File: src/rtl/fixed_div_if.sv
// Operand/result handshake bundle for the signed fixed-point divider.
// The master side is the upstream/downstream pair; the slave side is the divider.
interface fixed_div_if #(
    parameter int W = 16
);
    logic         i_valid;
    logic         o_ready;
    logic [W-1:0] i_num;
    logic [W-1:0] i_den;
    logic         o_valid;
    logic         i_ready;
    logic [W-1:0] o_quot;
    logic         o_div0;
    logic         o_sat;

    modport master (
        output i_valid, i_num, i_den, i_ready,
        input  o_ready, o_valid, o_quot, o_div0, o_sat
    );

    modport slave (
        input  i_valid, i_num, i_den, i_ready,
        output o_ready, o_valid, o_quot, o_div0, o_sat
    );
endinterface

File: src/rtl/fixed_div.sv
// Signed Q(W-N).N restoring divider, fixed W+N+1 edges from accept to o_valid.
// Accepts only in IDLE; the result is held in DONE until i_ready completes the handshake.
module fixed_div #(
    parameter int W = 16,
    parameter int N = 10
) (
    input  logic       clk,
    input  logic       rst,
    fixed_div_if.slave bus
);
    typedef enum logic [1:0] {IDLE, CALC, DONE} state_t;

    localparam int ITER = W + N;
    localparam int CW   = $clog2(ITER + 1);
    localparam logic [CW-1:0]   LAST = CW'(ITER);
    localparam logic [W-1:0]    MAXW = {1'b0, {(W-1){1'b1}}};
    localparam logic [W-1:0]    MINP = {1'b1, {(W-2){1'b0}}, 1'b1};
    localparam logic [ITER-1:0] MAXQ = {{(N+1){1'b0}}, {(W-1){1'b1}}};

    state_t          state, state_nxt;
    logic            ready, valid;
    logic [CW-1:0]   cnt;
    logic            sign, num_neg, div0;
    logic [W-1:0]    den_mag, rem;
    logic [ITER-1:0] dvd, quo;
    logic [W-1:0]    quot_q;
    logic            div0_q, sat_q;

    logic [W-1:0]    num_mag_in, den_mag_in;
    logic [W:0]      rem_shift;
    logic [W-1:0]    diff;
    logic            ge;
    logic            fin;
    logic            q_sat;
    logic [W-1:0]    q_mag, q_signed;

    // W-bit negation keeps the most negative input as magnitude 2^(W-1).
    assign num_mag_in = bus.i_num[W-1] ? (~bus.i_num + W'(1)) : bus.i_num;
    assign den_mag_in = bus.i_den[W-1] ? (~bus.i_den + W'(1)) : bus.i_den;

    // One restoring step: the partial remainder stays below den_mag, so the
    // low W bits of the difference are exact whenever the trial succeeds.
    assign rem_shift = {rem, dvd[ITER-1]};
    assign ge        = (rem_shift >= {1'b0, den_mag});
    assign diff      = rem_shift[W-1:0] - den_mag;
    assign fin       = (cnt == LAST);

    assign q_sat    = (quo > MAXQ);
    assign q_mag    = q_sat ? MAXW : quo[W-1:0];
    assign q_signed = sign ? (~q_mag + W'(1)) : q_mag;

    always_ff @(posedge clk or posedge rst) begin
        if (rst) state <= IDLE;
        else     state <= state_nxt;
    end

    always_comb begin
        state_nxt = state;
        ready     = 1'b0;
        valid     = 1'b0;
        unique case (state)
            IDLE: begin
                ready = 1'b1;
                if (bus.i_valid) state_nxt = CALC;
            end
            CALC: begin
                if (fin) state_nxt = DONE;
            end
            DONE: begin
                valid = 1'b1;
                if (bus.i_ready) state_nxt = IDLE;
            end
            default: state_nxt = IDLE;
        endcase
    end

    always_ff @(posedge clk or posedge rst) begin
        if (rst) begin
            cnt     <= '0;
            sign    <= 1'b0;
            num_neg <= 1'b0;
            div0    <= 1'b0;
            den_mag <= '0;
            rem     <= '0;
            dvd     <= '0;
            quo     <= '0;
            quot_q  <= '0;
            div0_q  <= 1'b0;
            sat_q   <= 1'b0;
        end else begin
            unique case (state)
                IDLE: begin
                    if (bus.i_valid) begin
                        sign    <= bus.i_num[W-1] ^ bus.i_den[W-1];
                        num_neg <= bus.i_num[W-1];
                        div0    <= (bus.i_den == '0);
                        den_mag <= den_mag_in;
                        dvd     <= {num_mag_in, {N{1'b0}}};
                        quo     <= '0;
                        rem     <= '0;
                        cnt     <= '0;
                    end
                end
                CALC: begin
                    if (!fin) begin
                        dvd <= {dvd[ITER-2:0], 1'b0};
                        quo <= {quo[ITER-2:0], ge};
                        rem <= ge ? diff : rem_shift[W-1:0];
                        cnt <= cnt + CW'(1);
                    end else if (div0) begin
                        // Zero divisor reports full-scale in the dividend's direction.
                        quot_q <= num_neg ? MINP : MAXW;
                        div0_q <= 1'b1;
                        sat_q  <= 1'b1;
                    end else begin
                        quot_q <= q_signed;
                        div0_q <= 1'b0;
                        sat_q  <= q_sat;
                    end
                end
                default: begin
                end
            endcase
        end
    end

    assign bus.o_ready = ready;
    assign bus.o_valid = valid;
    assign bus.o_quot  = quot_q;
    assign bus.o_div0  = div0_q;
    assign bus.o_sat   = sat_q;
endmodule

File: src/flat_wrapper.sv
// flat-port wrapper written by rule: the top's interface ports become plain ports
module fixed_div_flat 
#(
    parameter int W = 16,
    parameter int N = 10
)
  (clk, rst, bus_i_valid, bus_i_num, bus_i_den, bus_i_ready, bus_o_ready, bus_o_valid, bus_o_quot, bus_o_div0, bus_o_sat);
  fixed_div_if #(.W(W)) bus_i ();
  input  logic clk;
  input  logic rst;
  input wire logic [$bits(bus_i.i_valid)-1:0] bus_i_valid;
  input wire logic [$bits(bus_i.i_num)-1:0] bus_i_num;
  input wire logic [$bits(bus_i.i_den)-1:0] bus_i_den;
  input wire logic [$bits(bus_i.i_ready)-1:0] bus_i_ready;
  output wire logic [$bits(bus_i.o_ready)-1:0] bus_o_ready;
  output wire logic [$bits(bus_i.o_valid)-1:0] bus_o_valid;
  output wire logic [$bits(bus_i.o_quot)-1:0] bus_o_quot;
  output wire logic [$bits(bus_i.o_div0)-1:0] bus_o_div0;
  output wire logic [$bits(bus_i.o_sat)-1:0] bus_o_sat;
  assign bus_i.i_valid = bus_i_valid;
  assign bus_i.i_num = bus_i_num;
  assign bus_i.i_den = bus_i_den;
  assign bus_i.i_ready = bus_i_ready;
  assign bus_o_ready = bus_i.o_ready;
  assign bus_o_valid = bus_i.o_valid;
  assign bus_o_quot = bus_i.o_quot;
  assign bus_o_div0 = bus_i.o_div0;
  assign bus_o_sat = bus_i.o_sat;
  fixed_div #(.W(W), .N(N)) u_core (.clk(clk), .rst(rst), .bus(bus_i));
endmodule
File: config.mk
export PLATFORM = sky130hd
export DESIGN_NAME = fixed_div_flat
export DESIGN_NICKNAME = d
export VERILOG_FILES = /design/src/rtl/fixed_div_if.sv /design/src/rtl/fixed_div.sv /design/src/flat_wrapper.sv
export SDC_FILE = /design/constraint.sdc
export NUM_CORES = 1
export LEC_CHECK = 0
export BUFFER_PORTS_ARGS = -buffer_cell sky130_fd_sc_hd__buf_2
export CAP_MARGIN = 10
export CORE_ASPECT_RATIO = 1.1
export CORE_MARGIN = 10
export CORE_UTILIZATION = 40
export CTS_CLUSTER_SIZE = 20
export DETAILED_ROUTE_END_ITERATION = 7
export GPL_TIMING_DRIVEN = 1
export PLACE_DENSITY = 0.54
export SETUP_SLACK_MARGIN = 0.5
export SLEW_MARGIN = 5
export SYNTH_ARGS = -nofsm -noshare
export SYNTH_HDL_FRONTEND = slang
export SYNTH_SLANG_ARGS = --single-unit
File: constraint.sdc
create_clock -name clk -period 6.7 [get_ports clk]
set_input_delay 0.67 -clock clk [delete_from_list [all_inputs] [get_ports clk]]
set_output_delay 0.67 -clock clk [all_outputs]
set_load 0.005 [all_outputs]
* After elaboration in Yosys (flattened, before gate mapping)
Index checks and enable logic that the tools add are counted.
Storage, ports and cells: register bits 112, bits of input ports 36, logic and storage cells 64
Cells by class: add/subtract/negate cells 5, magnitude comparators 2, eq/ne operators 7, multiplexer cells 27, bitwise gates (word level) 4, reduce and logical (&&, ||, !) cells 7
Operators by type and width (count):
- 16-bit two-way mux | 9
- 26-bit two-way mux | 4
- 26-bit case mux with 2 select lines | 2
- 16-bit by 1-bit adder with 16-bit output, second input constant | 3
- 16-bit NOT | 3
- 16-bit case mux with 2 select lines | 1
- 26-bit by 15-bit > comparator with 1-bit output, second input constant | 1
- 17-bit by 16-bit greater-or-equal comparator with 1-bit output | 1
- 16-bit logical NOT | 1
- 16-bit subtractor | 1
- 5-bit two-way mux | 2
- 5-bit case mux with 2 select lines | 1
- 2-bit two-way mux | 3
- 2-bit != test, second input constant | 3
- 2-bit case mux with 3 select lines | 1
- 3-bit AND reduction | 2
- 5-bit by 1-bit adder with 5-bit output, second input constant | 1
- 5-bit == test, second input constant | 1
- 1-bit two-way mux | 4
- 2-bit AND reduction | 2
- 2-bit by 1-bit == test with 1-bit output, second input constant | 1
- 2-bit == test, second input constant | 1
- 2-bit logical NOT | 1
- 2-bit by 1-bit != test with 1-bit output, second input constant | 1
- other kinds (2) | 2

* Logic depth before layout (Yosys ltp)
depth after elaboration 6, mapped depth 13

* Worst setup path after synthesis
Ideal clock, no wire load.
path type flip-flop to flip-flop, from register u_core.rem[11], to register u_core.rem[6], library setup time 0.126 ns, data arrival time 2.687 ns, required time 6.574 ns, path slack 3.887 ns, stages on the path, launching flop included 9, buffers on the path 1, cells stage by stage dfrtp_1 ha_1 buf_2 a2111o_1 or3_1 or4_1 a21oi_4 nor2_1 a221o_1
On the way: cells in the longest elaborated chain, start to end 4
RTL lines:
- start, declared | RTL line fixed_div.sv:24 | logic [W-1:0] den_mag, rem;
- start signal, assigned | RTL line fixed_div.sv:108 | rem <= ge ? diff : rem_shift[W-1:0];
- 17-bit by 16-bit greater-or-equal comparator with 1-bit output | RTL line fixed_div.sv:44 | assign ge = (rem_shift >= {1'b0, den_mag});
- 16-bit two-way mux | RTL line fixed_div.sv:108
- 16-bit two-way mux | RTL line fixed_div.sv:105 | if (!fin) begin
- 16-bit case mux with 2 select lines | RTL line fixed_div.sv:91 | unique case (state)
Every way passes these cells. The select of a mux whose other input is x is not followed. A chain may end at the register's enable or synchronous reset.

* Worst setup path after layout
from register u_core.quo[22], to register u_core.quot_q[6], in the netlist u_core.bus.o_quot[6]
On the way: cells in the longest elaborated chain, start to end 6
RTL lines:
- start, declared | RTL line fixed_div.sv:25 | logic [ITER-1:0] dvd, quo;
- start signal, assigned | RTL line fixed_div.sv:107 | quo <= {quo[ITER-2:0], ge};
- 26-bit by 15-bit > comparator with 1-bit output * | RTL line fixed_div.sv:48 | assign q_sat = (quo > MAXQ);
- 16-bit two-way mux * | RTL line fixed_div.sv:49 | assign q_mag = q_sat ? MAXW : quo[W-1:0];
- 16-bit NOT | RTL line fixed_div.sv:50 | assign q_signed = sign ? (~q_mag + W'(1)) : q_mag;
- 16-bit by 1-bit adder with 16-bit output | RTL line fixed_div.sv:50
- 16-bit two-way mux * | RTL line fixed_div.sv:50
- 16-bit two-way mux * | RTL line fixed_div.sv:110 | end else if (div0) begin
- end signal, assigned | RTL line fixed_div.sv:112 | quot_q <= num_neg ? MINP : MAXW;
- end signal, assigned | RTL line fixed_div.sv:116 | quot_q <= q_signed;
- end, declared | RTL line fixed_div.sv:26 | logic [W-1:0] quot_q;
Every way passes the cells marked *; elsewhere a longest branch is shown, timed or not.

==> run_results.csv <==
group,metric,value,unit
yosys,area_of_the_mapped_netlist,6370,sq um
yosys,async_sr_flop_fraction,100,%
grt,grt_antenna_before_repair,0,
sta,period_minus_slack,3290,ps
floorplan,num_io_pins,56,
cells_and_area,finish.utilization,45.1,%
yosys,synth-seq-area-share,40.0,%
clock_tree,htree_num_levels,3,
place,area_after_dpl,6770,sq um
yosys,synth_top_cells_by_count,"127 x nand2_1, 102 x dfrtp_1, 81 x o21ai_0, 46 x nor2_1, 41 x a21oi_1",
grt,grt_resource_usage_total,15.2,%
sta,report.final.slew_viol_count,0,
floorplan,fp.dieH,152,microns
sta,timing.setup.tns,0,ps
cells_and_area,antennaDiodeCount,0,
power,power.ir.vdd_worst,0.271,mV
sta,maxSlewHeadroom,23.1,%
grt,vias_in_the_first_global_route,5478,
sta,worst-slew-pin-transition,1150,ps
drt,remaining_drc_errors,0,
sta,fin_crit_sh,49.1,%
grt,grt.met3_usage,3.62,%
sta,finalClockSkew,10.2,ps
clock_tree,ctsLongestPathBuffers,2,
grt,grt-busiest-layer,"met2",
clock_tree,buffer_cell_driving_the_clock_tree_root,"clkbuf_16",
cells_and_area,syn_to_final_growth,10.8,%
floorplan,design.die.area,21400,sq um
place,port_buffers,55,
drt,detail_route.iter0.violations,460,
place,dp.final_hpwl,11.9,mm
yosys,post-synth-top-area-cell,"dfrtp_1",
yosys,synth_enable_flop_cells,0,
worst_setup_path,worst_setup_path_start_kind,"register",
sta,fmax,304,MHz
yosys,syn_avg_cell_area,8.43,sq um
sta,post-route-worst-setup-slack,3410,ps
place,place.gp.congestion,0.818,
drt,detail-route-antenna-nets,0,
place,place_ws,3430,ps
worst_setup_path,criticalPathCategory,"register to register",
clock_tree,clk_pin_slew,70,ps
worst_setup_path,critical_path_arrival,3530,ps
clock_tree,tritoncts_clock_tree,"built",
yosys,netlist_top_cells_area,"dfrtp_1 40%, nand2_1 7.5%, o21ai_0 6.4%",
worst_setup_path,worst-path-max-fanout,24,
drt,routed-via-count,5559,
power,powerDensity,610,nW/um^2
outcome,status,"finished clean",
sta,grt_setup_unrepaired,"no",
power,static-leakage-power,0.00313,uW
grt,routing_usage_on_met1,19.0,%
drt,drt_wl_total,16.3,mm
run,maxCapViolations,0,
clock_tree,cts_hold_buffers,0,
clock_tree,numClockSinks,102,
cells_and_area,drive_gt1_share,11.9,%
drt,dr.pass1.iters,5,
grt,overflow,0,
yosys,synthDominantCellAreaShare,40.0,%
clock_tree,insertion_delay,360,ps
sta,setup-violations-final,0,
floorplan,floorplan.initialDensity,40.7,%
sta,whs,271,ps
yosys,synth.ff_latch_count,102,
clock_tree,cts_setup_buffers,0,
sta,final_hold_violation_count,0,
grt,gr-usage-met2,25.4,%
floorplan,design.core.area,15700,sq um
grt,grt_pass1_wl,27.6,mm
floorplan,floorplan.die.width,140,microns
worst_setup_path,crit_required,6940,ps
hold_path,holdCritPathClass,"input port to asynchronous set/reset pin",
yosys,syn-num-nets,814,
clock_tree,cts_made_buffers,9,
drt,drt_via_density,5.62,
cells_and_area,nNetsFinal,842,
grt,grt_max_degree,77,
clock_tree,postCtsResizedCells,0,
yosys,synth_warn,0,
yosys,synth_flop_cell,"dfrtp_1",
drt,route.detailed.wl_per_inst,16.5,microns
yosys,post_synth_inst_count,756,
yosys,yosys.cell_count.top_type,"nand2_1",
yosys,synth_cell_types,63,
cells_and_area,post-route-cell-area,7060,sq um
worst_setup_path,crit_path_capture_type,"register",
floorplan,core.rowCount,48,
cell usage in the layout, fill, tap and decap left out, drive strengths merged, types with 15 or more instances in the layout:
cell type / n
nand2: 127
dfrtp: 102
o21ai: 81
buf: 61
nor2: 47
a21oi: 43
inv: 36
nand3: 25
xor2: 24
ha: 21
or3: 19
o211ai: 15
xnor2: 15
logic make-up after synthesis:
kind of cell	after synthesis	synth area share [%]
muxes	6	0.942
AOI/OAI and AO/OA	212	21.8
DFF	102	40.0
xor gates and xnor gates	39	5.36
adders and majority gates	22	4.44
and+or+nand+nor	297	22.4
buffers and inverters	78	5.03
sequential cells by signal (all words and copies together) (netlist names):
register	cells
u_core.num_neg	1
u_core.cnt	5
u_core.rem	16
u_core.den_mag	16
u_core.bus.o_sat	1
u_core.sign	1
u_core.state	2
u_core.dvd	16
u_core.div0	1
u_core.bus.o_div0	1
u_core.bus.o_quot	16
u_core.quo	26
critical path, stage by stage (launching register included):
cell	delay, ps
dfrtp_1	400
or4_1	540
or3_1	680
nor2_1	270
ha_1	200
nand2b_1	220
nor4_1	340
mux2i_1	220
o22ai_1	100
nor2_1	120
o21ai_0	80
routing by layer:
metal	wire length, microns	part of all wire, %	vias to the layer above
met1	7410	45	2648
met5	0	0	-
met3	733	4.5	21
met2	7920	48	129
li1	-	-	2761
met4	279	1.7	0
through the flow:
| stage | cells | total power, uW |
|---|---|---|
| after floorplan | 756 | 3230 |
| final | 989 | 4310 |
| after global routing | 989 | 4740 |
| after CTS | 989 | 4340 |
| after detailed placement | 973 | 3780 |
| after global placement | 973 | 3730 |
worst paths after layout:
kind	startpoint	to	slack [ps]	cells past startpoint
setup reg to reg	u_core.quo[22]$_DFFE_PP0P_	u_core.bus.o_quot[6]$_DFFE_PP0P_	3410	10
max in group asynchronous	rst	u_core.den_mag[15]$_DFFE_PP0P_	5130	3
hold reg to reg	u_core.dvd[16]$_DFFE_PP0P_	u_core.dvd[16]$_DFFE_PP0P_	480	2
min in group clk	u_core.dvd[16]$_DFFE_PP0P_	u_core.dvd[16]$_DFFE_PP0P_	480	2
hold / removal	rst	u_core.quo[6]$_DFFE_PP0P_	270	2
setup / recovery	u_core.quo[22]$_DFFE_PP0P_	u_core.bus.o_quot[6]$_DFFE_PP0P_	3410	10
cell type report:
cell class	count	area [sq um]
tap	200	250
sequential	102	2550
inverter	34	130
timing repair buffer	61	320
clock inverter	6	68.8
multi-input combinational	576	3510
clock buffer	10	229
fill	1576	8610
power breakdown:
| group | leakage (uW) | switching (uW) | internal [uW] |
|---|---|---|---|
| registers | 0.00131 | 242 | 902 |
| clock network | 0.000143 | 249 | 293 |
| logic | 0.00168 | 1570 | 1050 |
Note: power is estimated with default switching activity, not from simulation.
